===== src/rtl/hc595_chain_driver.sv =====
`default_nettype none
// ============================================================================
// Module   : hc595_chain_driver
// Purpose  : Serial driver for a chain of cascaded 74HC595 shift registers.
//            Takes a DATA_W-bit word through a start/ready handshake, shifts
//            it out on ds/sh_clk at a programmable rate, then pulses st_clk
//            to latch the 595 outputs and pulses done. While auto_en is held
//            high, a new frame is started automatically whenever idle.
// Ports    : clk_50mhz - system clock (only clock in the block)
//            rst       - synchronous, active-high reset
//            start     - request one frame (sampled only while ready=1)
//            auto_en   - level; free-running refresh while high
//            data      - parallel word, captured on the accept cycle only
//            ready     - high in IDLE
//            done      - single-cycle pulse when the frame has been latched
//            ds        - serial data to the first 595 in the chain
//            sh_clk    - shift clock (595 samples ds on the rising edge)
//            st_clk    - storage clock (rising edge updates the 595 outputs)
// Revision : 1.0 - initial parametrised release
// ============================================================================
module hc595_chain_driver #(
   parameter int DATA_W    = 16,
   parameter int CLK_DIV   = 2,
   parameter bit MSB_FIRST = 1'b1
) (
   input  logic              clk_50mhz,
   input  logic              rst,
   input  logic              start,
   input  logic              auto_en,
   input  logic [DATA_W-1:0] data,
   output logic              ready,
   output logic              done,
   output logic              ds,
   output logic              sh_clk,
   output logic              st_clk
);

   localparam int c_BIT_W = (DATA_W > 1) ? $clog2(DATA_W) : 1;
   localparam int c_DIV_W = (CLK_DIV > 1) ? $clog2(CLK_DIV) : 1;

   localparam logic [c_BIT_W-1:0] c_LAST_BIT = c_BIT_W'(DATA_W - 1);
   localparam logic [c_DIV_W-1:0] c_LAST_DIV = c_DIV_W'(CLK_DIV - 1);

   typedef enum logic [1:0] {
      S_IDLE  = 2'd0,
      S_SHIFT = 2'd1,
      S_LATCH = 2'd2
   } state_t;

   // Registered state
   state_t              r_state;
   logic [c_DIV_W-1:0]  r_div_cnt;
   logic [c_BIT_W-1:0]  r_bit_cnt;
   logic                r_phase;
   logic [DATA_W-1:0]   r_shreg;
   logic                r_ds;
   logic                r_sh_clk;
   logic                r_st_clk;
   logic                r_done;
   logic                r_ready;

   // Next-state values
   state_t              w_state;
   logic [c_DIV_W-1:0]  w_div_cnt;
   logic [c_BIT_W-1:0]  w_bit_cnt;
   logic                w_phase;
   logic [DATA_W-1:0]   w_shreg;
   logic                w_ds;
   logic                w_sh_clk;
   logic                w_st_clk;
   logic                w_done;
   logic                w_ready;

   logic                w_tick;
   logic                w_first_bit;
   logic                w_next_bit;
   logic [DATA_W-1:0]   w_shreg_shifted;

   // Bit order only changes which end of the shift register feeds ds.
   generate
      if (MSB_FIRST) begin : g_msb_first
         assign w_first_bit     = data[DATA_W-1];
         assign w_shreg_shifted = r_shreg << 1;
         assign w_next_bit      = w_shreg_shifted[DATA_W-1];
      end else begin : g_lsb_first
         assign w_first_bit     = data[0];
         assign w_shreg_shifted = r_shreg >> 1;
         assign w_next_bit      = w_shreg_shifted[0];
      end
   endgenerate

   assign w_tick = (r_div_cnt == c_LAST_DIV);

   always_comb begin
      w_state   = r_state;
      w_div_cnt = r_div_cnt;
      w_bit_cnt = r_bit_cnt;
      w_phase   = r_phase;
      w_shreg   = r_shreg;
      w_ds      = r_ds;
      w_sh_clk  = r_sh_clk;
      w_st_clk  = r_st_clk;
      w_done    = 1'b0;
      w_ready   = r_ready;

      case (r_state)
         S_IDLE: begin
            w_div_cnt = '0;
            if (start | auto_en) begin
               w_shreg   = data;
               w_ds      = w_first_bit;
               w_sh_clk  = 1'b0;
               w_bit_cnt = '0;
               w_phase   = 1'b0;
               w_ready   = 1'b0;
               w_state   = S_SHIFT;
            end
         end

         S_SHIFT: begin
            if (w_tick) begin
               w_div_cnt = '0;
               if (!r_phase) begin
                  w_sh_clk = 1'b1;
                  w_phase  = 1'b1;
               end else begin
                  // ds only moves on the falling edge of sh_clk, giving a
                  // full half-period of setup and hold around each rise.
                  w_sh_clk = 1'b0;
                  if (r_bit_cnt == c_LAST_BIT) begin
                     w_st_clk = 1'b1;
                     w_state  = S_LATCH;
                  end else begin
                     w_bit_cnt = r_bit_cnt + 1'b1;
                     w_shreg   = w_shreg_shifted;
                     w_ds      = w_next_bit;
                     w_phase   = 1'b0;
                  end
               end
            end else begin
               w_div_cnt = r_div_cnt + 1'b1;
            end
         end

         S_LATCH: begin
            if (w_tick) begin
               w_div_cnt = '0;
               w_st_clk  = 1'b0;
               w_done    = 1'b1;
               w_ready   = 1'b1;
               w_state   = S_IDLE;
            end else begin
               w_div_cnt = r_div_cnt + 1'b1;
            end
         end

         default: begin
            // Unreachable encoding: fall back to a clean idle.
            w_state   = S_IDLE;
            w_div_cnt = '0;
            w_sh_clk  = 1'b0;
            w_st_clk  = 1'b0;
            w_ready   = 1'b1;
         end
      endcase
   end

   always_ff @(posedge clk_50mhz) begin
      if (rst) begin
         r_state   <= S_IDLE;
         r_div_cnt <= '0;
         r_bit_cnt <= '0;
         r_phase   <= 1'b0;
         r_shreg   <= '0;
         r_ds      <= 1'b0;
         r_sh_clk  <= 1'b0;
         r_st_clk  <= 1'b0;
         r_done    <= 1'b0;
         r_ready   <= 1'b1;
      end else begin
         r_state   <= w_state;
         r_div_cnt <= w_div_cnt;
         r_bit_cnt <= w_bit_cnt;
         r_phase   <= w_phase;
         r_shreg   <= w_shreg;
         r_ds      <= w_ds;
         r_sh_clk  <= w_sh_clk;
         r_st_clk  <= w_st_clk;
         r_done    <= w_done;
         r_ready   <= w_ready;
      end
   end

   assign ready  = r_ready;
   assign done   = r_done;
   assign ds     = r_ds;
   assign sh_clk = r_sh_clk;
   assign st_clk = r_st_clk;

endmodule
`default_nettype wire


===== config.mk =====
export PLATFORM = sky130hd
export DESIGN_NAME = hc595_chain_driver
export DESIGN_NICKNAME = d
export VERILOG_FILES = /design/src/rtl/hc595_chain_driver.sv
export SDC_FILE = /design/constraint.sdc
export NUM_CORES = 1
export LEC_CHECK = 0
export BUFFER_PORTS_ARGS = -buffer_cell sky130_fd_sc_hd__buf_2
export CAP_MARGIN = 40
export CORE_MARGIN = 2
export CORE_UTILIZATION = 33
export DETAILED_ROUTE_END_ITERATION = 10
export SYNTH_ARGS = -nofsm -noshare
export SYNTH_HDL_FRONTEND = slang
export SYNTH_SLANG_ARGS = --single-unit

===== constraint.sdc =====
create_clock -name clk_50mhz -period 4.1 [get_ports clk_50mhz]
set_input_delay 0.82 -clock clk_50mhz [delete_from_list [all_inputs] [get_ports clk_50mhz]]
set_output_delay 0.82 -clock clk_50mhz [all_outputs]
set_load 0.01 [all_outputs]

==> flow_summary.toml <==
[synthesis]
netlist_top_cells_count = "28 x dfxtp_1, 22 x a21oi_1, 18 x a211oi_1"
synth_seq_cells = 28
syn-cell-area_um2 = 1384
syn_inst = 146
synth_top_area_share_pct = 40.51
synth.largest_area_cell = "dfxtp_1"
synth_most_common_cell = "dfxtp_1"
syn-num-nets = 171
yosys.cell_types.count = 36
synth_edf_count = 0
yosys_warnings = 0
synth_ff_type = "dfxtp_1"
postSynthAreaPerCell_um2 = 9.478
synth_seq_area_share_pct = 40.51
synthTopCellsByArea = "dfxtp_1 41%, mux2i_1 12%, a211oi_1 9.8%"
synthArstFlopShare_pct = 0

[sta]
hold_viol = 0
period_share_pct = 58.27
rsz0062_at_grt = "no"
tightest_slew_ps = 888.8
final.setup_skew_ps = 2.285
hold_slack_ps = 483.8
drv_slew = 0
relSlewSlack_pct = 40.75
min_period_ps = 2389
fmax_ghz = 0.4186
setup_viol = 0
tns_ps = 0

[setup_path]
crit_chain = "inv_1 > ha_1 > buf_4 > and2b_4 > a211o_1 > nor2_2 > a211oi_1"
worstSetupStartpointType = "register"
required_ps = 4220
crit_cells = 7
crit_family = "simple AND/OR/NAND/NOR gates"
cp-end-kind = "register"
rr_worst_depth = 7
crit_path_max_fanout = 22
cp_slowest_cell = "nor2_2"
reg2reg_to = "r_shreg[3]$_SDFFE_PP0P_"
worst-r2r-setup-slack_ps = 1710
setup.worst_path.end = "r_shreg[3]$_SDFFE_PP0P_"
worstSetupPathType = "reg2reg"
reg2reg_from = "r_state[1]$_SDFFE_PP0P_"
cp-startpoint = "r_state[1]$_SDFFE_PP0P_"
worstPathArrival_ps = 2510
crit_path_max_incr_delay_ps = 590
crit_buf_inv = 2

[global_routing]
antenna_found_initial = 0
grt_pass1_vias = 1088
grt_max_degree = 26
grt_usage_pct = 13.46
grt_pass1_wl_um = 4836
grt_overflow = 0

[placed_design]
dpl_cell_area_um2 = 1533
gp_congestion = 0.7989
dp_hpwl_um = 2114
port_buffers = 24

[drt]
antenna_left = 0
drtPass1Iterations = 4
vias = 1179
drtIter0Drc = 57
finalWirelength_um = 3070
drc = 0
avgViaCountPerCell = 5.458
wire_per_inst_um = 14.21

[clocking]
cts_max_path_buffers = 2
cts_tree = "built"
hold_buffers = 0
h-tree-depth = 1
clock_latency_ps = 270
cts_resized = 0
cts_buffers = 3
clock_sinks = 28
path_clk_slew_ps = 90
post_cts_buffers = 0
root_buffer = "clkbuf_8"

[floorplan]
initial_utilization_pct = 34.35
core_area_um2 = 4029
row_count = 23
io_pins = 25
die_w_um = 68.76
die_h_um = 68.76
dieArea_um2 = 4727

[run]
max-cap-violations = 0

[final_layout]
fin_area_um2 = 1588
fillerInstances = 417
syn_to_final_growth_pct = 14.74
drive_gt1_share_pct = 21.69
nets = 192
antenna_cells = 0

[run_status]
outcome = "completed"

[worst_hold_path]
min_from = "sh_clk$_SDFFE_PP0P_"
min_path_type = "reg2reg"

[power_and_ir_drop]
peakVddDrop_mv = 0.3652
power_density_nw_per_um2 = 752.4
p_leak_nw = 0.6411
power_w = 0.001195
==> stage by stage <==
step | setup WS (ps) | std cells | util (%)
after CTS | 1733 | 216 | 39.41
after floorplan | 2277 | 146 | -
after global routing | 1578 | 216 | 39.41
final | 1711 | 216 | 39.41
after detailed placement | 1761 | 212 | 38.04
after global placement | 1856 | 212 | 38.04
==> routing by layer <==
layer | GRT usage (%) | vias to the layer above | part of all wire [%]
met5 | 0 | - | 0
met1 | 17.38 | 568 | 48
met2 | 22.48 | 22 | 47
met3 | 4.058 | 2 | 4.2
li1 | - | 587 | -
met4 | 2.206 | 0 | 0.33
==> layout make-up <==
type | instances | area (um^2) | area share (%)
multi-input cells | 104 | 763.2 | 48.07
flip-flops and latches | 28 | 560.5 | 35.30
repair buffers | 25 | 127.6 | 8.038
well taps | 50 | 62.56 | 3.940
clock buffers | 4 | 55.05 | 3.467
inverters | 5 | 18.77 | 1.182
==> how the worst min path moves through the flow <==
| stage | to | slack, ps | cells after the start |
|---|---|---|---|
| finish | sh_clk$_SDFFE_PP0P_ | 480 | 2 |
| global route | sh_clk$_SDFFE_PP0P_ | 520 | 2 |
| CTS | sh_clk$_SDFFE_PP0P_ | 490 | 2 |
| detailed placement | sh_clk$_SDFFE_PP0P_ | 470 | 2 |
| global placement | sh_clk$_SDFFE_PP0P_ | 470 | 2 |
| floorplan | r_shreg[0]$_SDFFE_PP0P_ | 450 | 2 |
==> cells by family after synthesis <==
kind of cell               share of synthesized area, %
muxes                                             11.57
DFF                                               40.51
AOI/OAI and AO/OA                                 28.12
adders and majority gates                         4.521
buffers and inverters                             4.339
and+or+nand+nor                                   10.94
==> flip-flops by register name, summed over array words and instances, names as in the netlist <==
register   flops
r_shreg       15
done           1
r_div_cnt      1
st_clk         1
r_bit_cnt      4
ready          1
r_phase        1
r_state        2
ds             1
sh_clk         1
==> worst register-to-register path, cell delays in order, from the launching register on <==
cell,delay [ps]
dfxtp_1,370
inv_1,90
ha_1,180
buf_4,230
and2b_4,230
a211o_1,350
nor2_2,590
a211oi_1,190
==> where the power goes <==
| part | switching [W] | internal [W] | leakage (nW) |
|---|---|---|---|
| clock | 0.0000826 | 0.0000859 | 0.0288 |
| combinational | 0.000355 | 0.000238 | 0.382 |
| sequential | 0.0000587 | 0.000375 | 0.230 |
==> cell usage in the layout (no fill, tap or decap), types with 2 or more instances in the layout <==
master	Yosys	final
nand4_1	3	3
nor2_1	7	7
and3_1	2	2
mux2i_1	16	16
a211oi_1	18	18
ha_1	5	5
buf_2	5	24
o21ai_0	6	6
a21o_1	2	2
inv_1	5	5
a21oi_1	22	22
clkbuf_8	0	4
dfxtp_1	28	28
nand2_1	2	2
(Power assumes the default switching activity.)
